--- src/rtl/output_credit_ctrl.sv ---
// Credit-based output flow controller for one NoC router output port.
// Round-robin arbitration over VC buffers gated by per-VC credits, with a registered link stage.
module output_credit_ctrl #(
    parameter  int NUM_VC = 2,
    parameter  int DEPTH  = 4,
    parameter  int DATA_W = 32,
    localparam int CNT_W  = $clog2(DEPTH + 1),
    localparam int VC_W   = (NUM_VC > 1) ? $clog2(NUM_VC) : 1
) (
    input  logic                     clk,
    input  logic                     rst,
    input  logic [NUM_VC-1:0]        empty,
    input  logic [NUM_VC*DATA_W-1:0] flit_in,
    input  logic [NUM_VC-1:0]        credit_in,
    output logic [NUM_VC-1:0]        read,
    output logic                     val,
    output logic [VC_W-1:0]          vc_out,
    output logic [DATA_W-1:0]        flit_out,
    output logic                     credit_err
);

    logic [NUM_VC-1:0][CNT_W-1:0] credit_q, credit_d;
    logic [VC_W-1:0]              ptr_q, ptr_d;
    logic                         val_q, val_d;
    logic [VC_W-1:0]              vc_q, vc_d;
    logic [DATA_W-1:0]            flit_q, flit_d;
    logic                         err_q, err_d;

    logic [NUM_VC-1:0] elig;
    logic              gnt_vld;
    logic [VC_W-1:0]   gnt_idx;

    always_comb begin
        for (int v = 0; v < NUM_VC; v++) begin
            elig[v] = !empty[v] && (credit_q[v] != '0);
        end
    end

    // Search starts at ptr and wraps; the first eligible VC wins.
    always_comb begin
        int idx;
        idx     = 0;
        gnt_vld = 1'b0;
        gnt_idx = '0;
        read    = '0;
        for (int i = 0; i < NUM_VC; i++) begin
            idx = int'(ptr_q) + i;
            if (idx >= NUM_VC) idx = idx - NUM_VC;
            if (!gnt_vld && elig[idx]) begin
                gnt_vld = 1'b1;
                gnt_idx = VC_W'(idx);
            end
        end
        if (gnt_vld) read[gnt_idx] = 1'b1;
    end

    always_comb begin
        ptr_d  = ptr_q;
        val_d  = gnt_vld;
        vc_d   = vc_q;
        flit_d = flit_q;
        if (gnt_vld) begin
            ptr_d  = (int'(gnt_idx) == NUM_VC - 1) ? '0 : gnt_idx + 1'b1;
            vc_d   = gnt_idx;
            flit_d = flit_in[gnt_idx*DATA_W +: DATA_W];
        end
    end

    // A return arriving with the counter already full saturates and flags the error.
    always_comb begin
        credit_d = credit_q;
        err_d    = err_q;
        for (int v = 0; v < NUM_VC; v++) begin
            case ({read[v], credit_in[v]})
                2'b10: credit_d[v] = credit_q[v] - 1'b1;
                2'b01: begin
                    if (credit_q[v] == CNT_W'(DEPTH)) err_d = 1'b1;
                    else                              credit_d[v] = credit_q[v] + 1'b1;
                end
                default: ;
            endcase
        end
    end

    always_ff @(posedge clk or posedge rst) begin
        if (rst) begin
            for (int v = 0; v < NUM_VC; v++) credit_q[v] <= CNT_W'(DEPTH);
            ptr_q  <= '0;
            val_q  <= 1'b0;
            vc_q   <= '0;
            flit_q <= '0;
            err_q  <= 1'b0;
        end else begin
            credit_q <= credit_d;
            ptr_q    <= ptr_d;
            val_q    <= val_d;
            vc_q     <= vc_d;
            flit_q   <= flit_d;
            err_q    <= err_d;
        end
    end

    assign val        = val_q;
    assign vc_out     = vc_q;
    assign flit_out   = flit_q;
    assign credit_err = err_q;

endmodule

--- config.mk ---
export PLATFORM = sky130hd
export DESIGN_NAME = output_credit_ctrl
export DESIGN_NICKNAME = d
export VERILOG_FILES = /design/src/rtl/output_credit_ctrl.sv
export SDC_FILE = /design/constraint.sdc
export NUM_CORES = 1
export LEC_CHECK = 0
export ABC_AREA = 1
export BUFFER_PORTS_ARGS = -buffer_cell sky130_fd_sc_hd__buf_2
export CAP_MARGIN = 25
export CORE_UTILIZATION = 27
export CTS_BUF_LIST = sky130_fd_sc_hd__clkbuf_8
export CTS_CLUSTER_SIZE = 30
export DETAILED_ROUTE_END_ITERATION = 10
export PLACE_DENSITY_LB_ADDON = 0.1
export REMOVE_ABC_BUFFERS = 1
export SYNTH_ARGS = -nofsm -noshare
export SYNTH_HDL_FRONTEND = slang
export SYNTH_SLANG_ARGS = --single-unit
--- constraint.sdc ---
create_clock -name clk -period 4 [get_ports clk]
set_clock_uncertainty 0.15 [all_clocks]
set_input_delay 0.8 -clock clk [delete_from_list [all_inputs] [get_ports clk]]
set_output_delay 0.8 -clock clk [all_outputs]
set_load 0.03 [all_outputs]
Yosys cells after proc, flatten, opt, wreduce, memory -nomap -nowiden:

Index checks and enable logic that the tools add are counted.

* add/sub/neg operators: 8
* order comparisons: 6
* equality and inequality tests: 8
* shifts and indexed selects: 1
* multiplexer cells: 24
* reduce and logical (&&, ||, !) cells: 13

Operators by type and width (number)
* 32-bit by 3-bit less-than comparator with 1-bit output (second input constant): 2
* 32-bit 2-to-1 mux: 2
* 64-bit by 7-bit indexed part select with 32-bit output: 1
* 1-bit 2-to-1 mux: 16
* 3-bit case mux with 2 select lines: 2
* 3-bit by 1-bit adder with 3-bit output (second input constant): 2
* 3-bit equality test (second input constant): 2
* 3-bit 2-to-1 mux: 2
* 3-bit nonzero test: 2
* 3-bit by 1-bit subtractor with 3-bit output (second input constant): 2
* 2-bit by 1-bit equality test with 1-bit output (second input constant): 2
* 2-bit equality test (second input constant): 2
* 1-bit logical AND: 4
* 2-bit inequality test (second input constant): 2
* 2-bit AND reduction: 2
* 2-bit nonzero test: 2
* 1-bit zero test: 3
* 1-bit by 2-bit subtractor with 3-bit output (second input constant): 1
* 2-bit by 2-bit subtractor with 3-bit output (second input constant): 1
* 1-bit by 1-bit adder with 2-bit output (second input constant): 1
* 1-bit by 2-bit greater-or-equal comparator with 1-bit output (second input constant): 1
* 2-bit greater-or-equal comparator (second input constant): 1
* 1-bit by 2-bit less-than comparator with 1-bit output (second input constant): 1
* 2-bit 2-to-1 mux: 1
* other kinds (3): 3

* register bits: 42
* input bits: 70
* output and inout port bits: 37

Depth between registers and ports, before layout:

Gate-level depths: netlist of run 1.

* word-level depth: 18
* mapped depth: 11
* gate-level depth less buffers: 11

Least setup slack after synthesis of run 1:

No wires, ideal clock.

* path kind: input-to-output
* start: in empty[0]
* end: out read[0]
* arrival: 1.402 ns
* data required time: 3.050 ns
* path slack: 1.648 ns
* stages: 6
* path buffers: 1
* path through: inv_1 nand2_1 inv_2 o21ai_2 inv_2 buf_2

* cells in the longest elaborated chain, start to end: 14

Ends and longest elaborated chain
* start, declared: line 12 `input logic [NUM_VC-1:0] empty,`
* 1-bit zero test *: line 35 `elig[v] = !empty[v] && (credit_q[v] != '0);`
* 1-bit logical AND *: line 35
* 1-bit 2-to-1 mux (not written as such) (3 in a row): line 49 `if (!gnt_vld && elig[idx]) begin`
* 1-bit 2-to-1 mux: line 49
* 1-bit zero test: line 49
* 1-bit logical AND: line 49
* 1-bit 2-to-1 mux: line 49
* 1-bit by 2-bit less-than comparator with 1-bit output (not written as such) or 1-bit greater-or-equal comparator (tied branches): line 54 `if (gnt_vld) read[gnt_idx] = 1'b1;`
* 1-bit logical AND (not written as such): line 54
* 1-bit 2-to-1 mux (not written as such): line 54
* 1-bit demux with 1-bit select: line 54
* 2-bit 2-to-1 mux *: line 54
* end, declared: line 15 `output logic [NUM_VC-1:0] read,`

Every way passes the cells marked *; elsewhere a longest branch is shown, timed or not. The select of a mux whose other input is x is not followed.

Final worst setup path of run 1:

* start: in empty[0]
* end: out read[1]

Same word-level chain as after synthesis.

==> run metrics, run 1 <==
outcome finished clean; antenna viol nets, final 0; drt pass-1 iters 4; Residual DRC 0; Cells after Synth 238; synthesized cell area 1940 um2; P per Cell Area 828 nW/um2; clk root buf clkbuf_8; critical path data arrival time 1.71 ns; CP Capture Type primary output; switching part of the total 48.0%; DRT iter0 DRCs 85; Tmin final 2.66 ns; Sum Neg Setup Slack 0 ns; post-synthesis adder-cell area fraction 2.06%; Psw 1.06 mW; Hold Fails Final Rpt 0; most frequent CP cell buf_2; hpwl dp 3650 um; Post-synth top cells 117 x nand2_1, 40 x dfrtp_1, 38 x nand3_1; Core Box Area 6870 um2; startpoint class of the critical path input port; EDFF count, synth 0; RePlAce Congestion 0.707; syn_area_per_cell 8.16 um2; # setup viols final 0; full die area 7540 um2; Post-Place Cells 432; Worst Tran Pin Value 0.890 ns; warnings from Yosys 0; Die Y 86.8 um; initial antenna violation count 0; CTS tree built; CP peak stage delay 0.27 ns; Post-CTS Setup Bufs 0; crit path max fanout 34; sequential-to-total area share from yosys stat 54.2%; Via density 4.26; post-CTS sizing 0; Max Clk Rate 376 MHz; residual overflow from global routing 0; pin count of the biggest net entering global routing 43; Yosys reg bits 42; Data required, critical path 3.05 ns; Worst Hold Class reg2reg; register share of total power 34.7%; slowest library cell on the worst path buf_2; Worst Path Class, Setup in2out; vias in the first global route 1745; main flop type after synthesis dfrtp_1; Yosys top cell area share 51.5%; max-cap violations 0; Die Wd 86.8 um; Comb pwr share 50.5%; average wire per standard cell 11.6 um; multiplexer share of the synthesized area 0%; # hold bufs at CTS 0; H-tree levels 2; Global Route Usage Sum 14.3%; clock transition at the registers of the reported paths 0.07 ns; area leader, netlist dfrtp_1; CTS sink count 42; Clk pwr share 14.8%; Synth async-reset ratio 100%; Slew Viols, Final 0; Vias 1873; largest family of logic cells by synthesized area simple AND/OR/NAND/NOR gates; CTS Buffer Depth 2; unrepaired setup endpoints after global routing false; WL final 5100 um; simple logic cell fraction of the synthesized area 36.6%; clock latency on the worst-skew pair 0.28 ns; Starting Density 28.3%; nets 415; most common cell in the synthesized netlist nand2_1; Synth Area in Compound Gates 1.16%; fill count 755; ratio of cells with drive above 1 in the final layout 37.2%; Final Non-Filler Cells 440; count of input and output buffers 106; Area contributors post-synth dfrtp_1 52%, nand2_1 23%, nand3_1 9.8%, dfstp_2 2.7%, buf_2 2.3%; ant diodes 0; CTS buffer count 5; Row Count 30; Syn-to-layout area delta 37.0%; maximum VDD drop 0.319 mV; first-pass GRT wire length 8230 um; post-layout util 38.8%; Post-Synth XOR/XNOR Area 0.901%; synth unique cells 20; CP Cell Sequence buf_2 > inv_1 > nand3_2 > nand2_4 > clkinv_4 > buf_2; Ports 107; P_leak 1.47 nW; internal power 1.15 mW; Max-slew headroom 40.6%; period utilization 66.5%
metal layers:
layer	vias to the layer above	share of wire, %	global-route usage [%]
met5	-	0	0
met3	2	8.0	4.57
met4	0	0.71	4.09
met1	850	44	18.1
li1	956	-	-
met2	65	47	23.3
worst paths after layout:
path                              from      endpoint  slack, ns  cells past startpoint
max in group asynchronous          rst        vc_out       2.60                      2
min in group asynchronous          rst  flit_out[19]       0.54                      2
hold reg to reg            credit_q[2]   credit_q[2]       0.32                      2
setup / recovery              empty[0]       read[1]       1.34                      6
setup reg to reg           credit_q[0]   credit_q[2]       1.96                     11
hold / removal             credit_q[2]   credit_q[2]       0.32                      2
state kept, by name (all words and copies together), names as in the netlist:
| name | count |
|---|---|
| credit_err | 1 |
| flit_out | 32 |
| ptr_q | 1 |
| val | 1 |
| vc_out | 1 |
| credit_q | 6 |
area by class of cell:
type | instances | area (um2) | area share (%)
repair buffers | 107 | 538 | 20.2
inverters | 13 | 53.8 | 2.02
multi-input cells | 174 | 791 | 29.7
flip-flops and latches | 42 | 1050 | 39.6
clock buffers | 5 | 68.8 | 2.58
well taps | 96 | 120 | 4.51
clock inverters | 3 | 37.5 | 1.41
logic make-up after synthesis:
family	Yosys count
xor gates and xnor gates	2
adders and majority gates	2
AOI/OAI and AO/OA	3
DFF	42
and+or+nand+nor	167
buffers and inverters	22
worst max-delay path, delay by kind of cell:
| family | cells | cell delay (ns) |
|---|---|---|
| AND/OR/NAND/NOR | 2 | 0.22 |
| buffers and inverters | 4 | 0.66 |
power by group through the flow:
stage,Sequential [mW],Combinational (mW),Clock [mW]
3_3_place_gp,0.775,1.13,0
6_report,0.765,1.11,0.325
2_1_floorplan,1.12,0.424,0
4_1_cts,0.769,1.14,0.337
5_1_grt,0.798,1.24,0.355
3_5_place_dp,0.771,1.14,0
metrics by stage:
stage | hold slack [ns] | instance area (um2) | power (mW) | setup WS (ns)
after floorplan | 0.299 | 1900 | 1.54 | 1.62
after global placement | 0.313 | 2560 | 1.91 | 1.34
after detailed placement | 0.315 | 2560 | 1.91 | 1.33
after CTS | 0.326 | 2660 | 2.24 | 1.30
after global routing | 0.342 | 2660 | 2.39 | 1.20
final | 0.324 | 2660 | 2.20 | 1.34
placed cells by master (no fill, tap or decap):
| master | count |
|---|---|
| nand2_1 | 117 |
| buf_2 | 106 |
| dfrtp_1 | 40 |
| nand3_1 | 38 |
| inv_1 | 8 |
| inv_2 | 6 |
| clkbuf_8 | 5 |
| nand2_2 | 3 |
| nor2_1 | 2 |
| nand4_1 | 2 |
| nand3b_1 | 2 |
| xor2_1 | 2 |
| fa_1 | 2 |
| dfstp_2 | 2 |
| o21ai_2 | 1 |
| nand3_2 | 1 |
| nand2_4 | 1 |
| clkinv_4 | 1 |
| o21ai_0 | 1 |
| or2_1 | 1 |
| o221ai_1 | 1 |
| bufinv_16 | 1 |
| buf_4 | 1 |
Power figures use the tool's default switching activity.
==> run 2, diff against run 1 <==
Settings changed: ABC_AREA 1 to 0.
Clock period 4 ns to 2.65 ns, I/O delays scaled along.
==> run 2 against run 1 <==
Sequential cell count did not move. Routed wire length up 11%. Worst setup slack worse by 1.3 ns. First-iteration DRC count decreased by 9.4%. Combinational power increased by 68%.
==> run metrics, run 2 <==
outcome finished clean (unchanged); Yosys reg bits 42 (unchanged); CP peak stage delay 0.42 ns (was 0.27 ns); most common cell in the synthesized netlist nand2_1 (unchanged); Die Y 88.2 um (was 86.8 um); multiplexer share of the synthesized area 2.12% (was 0%); Ports 107 (unchanged); crit path capture read[1] (unchanged); RePlAce Congestion 0.747 (was 0.707); simple logic cell fraction of the synthesized area 19.5% (was 36.6%); max reg flops 32 (unchanged); CTS buffer count 5 (unchanged); period utilization 97.2%; synth unique cells 39 (was 20); Vias 1918 (was 1873); Tmin final 2.58 ns; average wire per standard cell 13.5 um (was 11.6 um); # hold bufs at CTS 0 (unchanged); area leader, netlist dfrtp_1 (unchanged); CP Cell Sequence or3_4 > a211o_4 > inv_4 > buf_12 > buf_6 (was buf_2 > inv_1 > nand3_2 > nand2_4 > clkinv_4 > buf_2); Starting Density 27.8% (was 28.3%); Post-Synth XOR/XNOR Area 0.874% (was 0.901%); unrepaired setup endpoints after global routing false (unchanged); most common cell after layout, fill and taps aside buf_2 (was nand2_1); startpoint class of the critical path flop (was input port); Critical R2R Capture credit_q[2] (unchanged); R2R cell count 7 (was 11); Worst Hold Class in2async (was reg2reg); Row Count 31 (was 30); Synth async-reset ratio 100% (unchanged); synthesized cell area 2000 um2 (was 1940 um2); sequential-to-total area share from yosys stat 52.6% (was 54.2%); DRT iter0 DRCs 77 (was 85); crit path max fanout 13 (was 34); most frequent cells in the layout 105 x buf_2, 72 x nand2_1, 40 x dfrtp_1 (was 117 x nand2_1, 106 x buf_2, 40 x dfrtp_1); P per Cell Area 1230 nW/um2 (was 828 nW/um2); EDFF count, synth 0 (unchanged); flop-to-flop setup slack 0.12 ns (was 1.96 ns); Worst Tran Pin Value 0.495 ns (was 0.890 ns); # setup viols final 0 (unchanged); hpwl dp 3900 um (was 3650 um); main flop type after synthesis dfrtp_1 (unchanged); H-tree levels 2 (unchanged); nets 391 (was 415); residual overflow from global routing 0 (unchanged); clock latency on the worst-skew pair 0.29 ns (was 0.28 ns); CP top delay family simple AND/OR/NAND/NOR gates (was buffers and inverters); count of input and output buffers 106 (unchanged); post-synthesis adder-cell area fraction 2.00% (was 2.06%); Die Wd 88.2 um (was 86.8 um); Slew Viols, Final 0 (unchanged); Global Route Usage Sum 15.0% (was 14.3%); Hold Fails Final Rpt 0 (unchanged); clock transition at the registers of the reported paths 0.08 ns (was 0.07 ns); multi-input logic area 881 um2 (was 791 um2); Syn-to-layout area delta 39.9% (was 37.0%); Max-slew headroom 66.8% (was 40.6%); CP Capture Type primary output (unchanged); Reg area 1050 um2 (unchanged); ant diodes 0 (unchanged); CP Depth 5 (was 6); Post-synth top cells 72 x nand2_1, 40 x dfrtp_1, 33 x a22oi_1 (was 117 x nand2_1, 40 x dfrtp_1, 38 x nand3_1); drt pass-1 iters 4 (unchanged); full die area 7770 um2 (was 7540 um2); initial antenna violation count 0 (unchanged); Worst Path Class, Setup reg2out (was in2out); Cells after Synth 208 (was 238); slowest library cell on the worst path or3_4 (was buf_2); max-cap violations 0 (unchanged); critical path data arrival time 1.90 ns (was 1.71 ns); antenna viol nets, final 0 (unchanged); Core Box Area 7210 um2 (was 6870 um2); Synth Area in Compound Gates 19.0% (was 1.16%); ratio of cells with drive above 1 in the final layout 41.9% (was 37.2%); CTS Buffer Depth 2 (unchanged); Area contributors post-synth dfrtp_1 50%, nand2_1 13%, a22oi_1 12%, dfstp_2 2.6%, fa_1 2.0% (was dfrtp_1 52%, nand2_1 23%, nand3_1 9.8%, dfstp_2 2.7%, buf_2 2.3%); pin count of the biggest net entering global routing 36 (was 43); vias in the first global route 1733 (was 1745); Max Clk Rate 388 MHz; syn_area_per_cell 9.64 um2 (was 8.16 um2); Via density 4.58 (was 4.26); FF-to-FF Start credit_q[2] (was credit_q[0]); maximum VDD drop 0.479 mV (was 0.319 mV); Yosys top cell area share 49.9% (was 51.5%); pre-CTS setup slack 0.144 ns (was 1.33 ns); warnings from Yosys 0 (unchanged); P_leak 1.45 nW (was 1.47 nW); first-pass GRT wire length 8760 um (was 8230 um); worst setup margin 0.0747 ns (was 1.34 ns); CTS tree built (unchanged); crit path from credit_q[2] (was empty[0]); Sum Neg Setup Slack 0 ns (unchanged); fill count 759 (was 755); worst path bufs/invs 3 (was 4); Residual DRC 0 (unchanged); Data required, critical path 1.97 ns (was 3.05 ns); WL final 5640 um (was 5100 um); CTS sink count 42 (unchanged); Pwr Total 3.45 mW (was 2.20 mW); clk root buf clkbuf_8 (unchanged); largest family of logic cells by synthesized area simple AND/OR/NAND/NOR gates (unchanged)
[run 2: cell count changes after synthesis, moves of 3 or more]
| cell | previous run | this run |
|---|---|---|
| nand2_1 | 117 | 72 |
| nand2_2 | 3 | 0 |
| nand3_1 | 38 | 4 |
| a22oi_1 | 0 | 33 |
| inv_1 | 7 | 3 |
| buf_2 | 9 | 3 |
| nor2_1 | 2 | 6 |
| inv_2 | 5 | 1 |
| clkbuf_1 | 0 | 5 |
[run 2: per-stage QoR]
| stage | instances | hold slack (ns) | util, % | instance area, um2 |
|---|---|---|---|---|
| after floorplan | 196 | 0.340 | - | 1940 |
| after global placement | 409 | 0.332 | 36.8 | 2660 |
| after detailed placement | 409 | 0.336 | 36.8 | 2660 |
| after CTS | 417 | 0.117 | 38.3 | 2770 |
| after global routing | 419 | 0.141 | 38.9 | 2800 |
| final | 419 | 0.0975 | 38.9 | 2800 |
[run 2: worst min-delay path by stage]
| stage | depth (start not counted) | start | to | slack (ns) |
|---|---|---|---|---|
| after detailed placement | 2 | flit_out[19] | flit_out[19] | 0.34 |
| after global placement | 2 | flit_out[17] | flit_out[17] | 0.33 |
| after global routing | 2 | rst | flit_out[10] | 0.14 |
| final | 2 | rst | flit_out[21] | 0.1 |
| after CTS | 2 | rst | flit_out[7] | 0.12 |
| after floorplan | 2 | ptr_q | ptr_q | 0.34 |
[run 2: per-layer routing]
| layer | up-vias | global-route usage (%) | share of wire, % |
|---|---|---|---|
| li1 | 953 | - | - |
| met1 | 889 | 19.8 | 46 |
| met2 | 72 | 22.9 | 46 |
| met3 | 4 | 6.22 | 7.4 |
| met4 | 0 | 3.23 | 0.64 |
| met5 | - | 0 | 0 |
[run 2: kinds of logic (layout without fill, tap and decap cells)]
logic type	count (synthesis)	count (layout)
AOI/OAI and AO/OA	50	50
xor gates and xnor gates	2	2
adders and majority gates	2	2
buffers and inverters	16	128
DFF	42	42
muxes	4	4
and+or+nand+nor	92	92
[run 2: what timing repair did]
action | 4_1_cts | 5_1_grt
pin swaps | 0 | 1
setup buffers | 0 | 1
resized for setup | 5 | 2
cloned | 0 | 1
endpoints found under the setup margin | 1 | 1
[run 2: area by class of cell]
class                      count  share of cell area, %
tap                           99                   4.42
sequential                    42                   37.6
timing repair buffer         116                   22.9
clock inverter                 3                  0.625
clock buffer                   5                   2.45
inverter                       4                  0.625
multi-input combinational    150                   31.4
[run 2: report_power, final]
group / total, mW / internal [mW] / switching [mW]
Combinational: 1.87 / 0.659 / 1.21
Sequential: 1.17 / 0.959 / 0.211
Clock: 0.409 / 0.182 / 0.227
Total: 3.45 / 1.80 / 1.65
[run 2: worst register-to-register path: cells and delay by family (launching register included)]
family          cells  cell delay [ns]
fa+ha+maj           1             0.41
flops               1             0.40
compound gates      4             0.97
simple gates        1             0.42
buf+inv             1             0.11
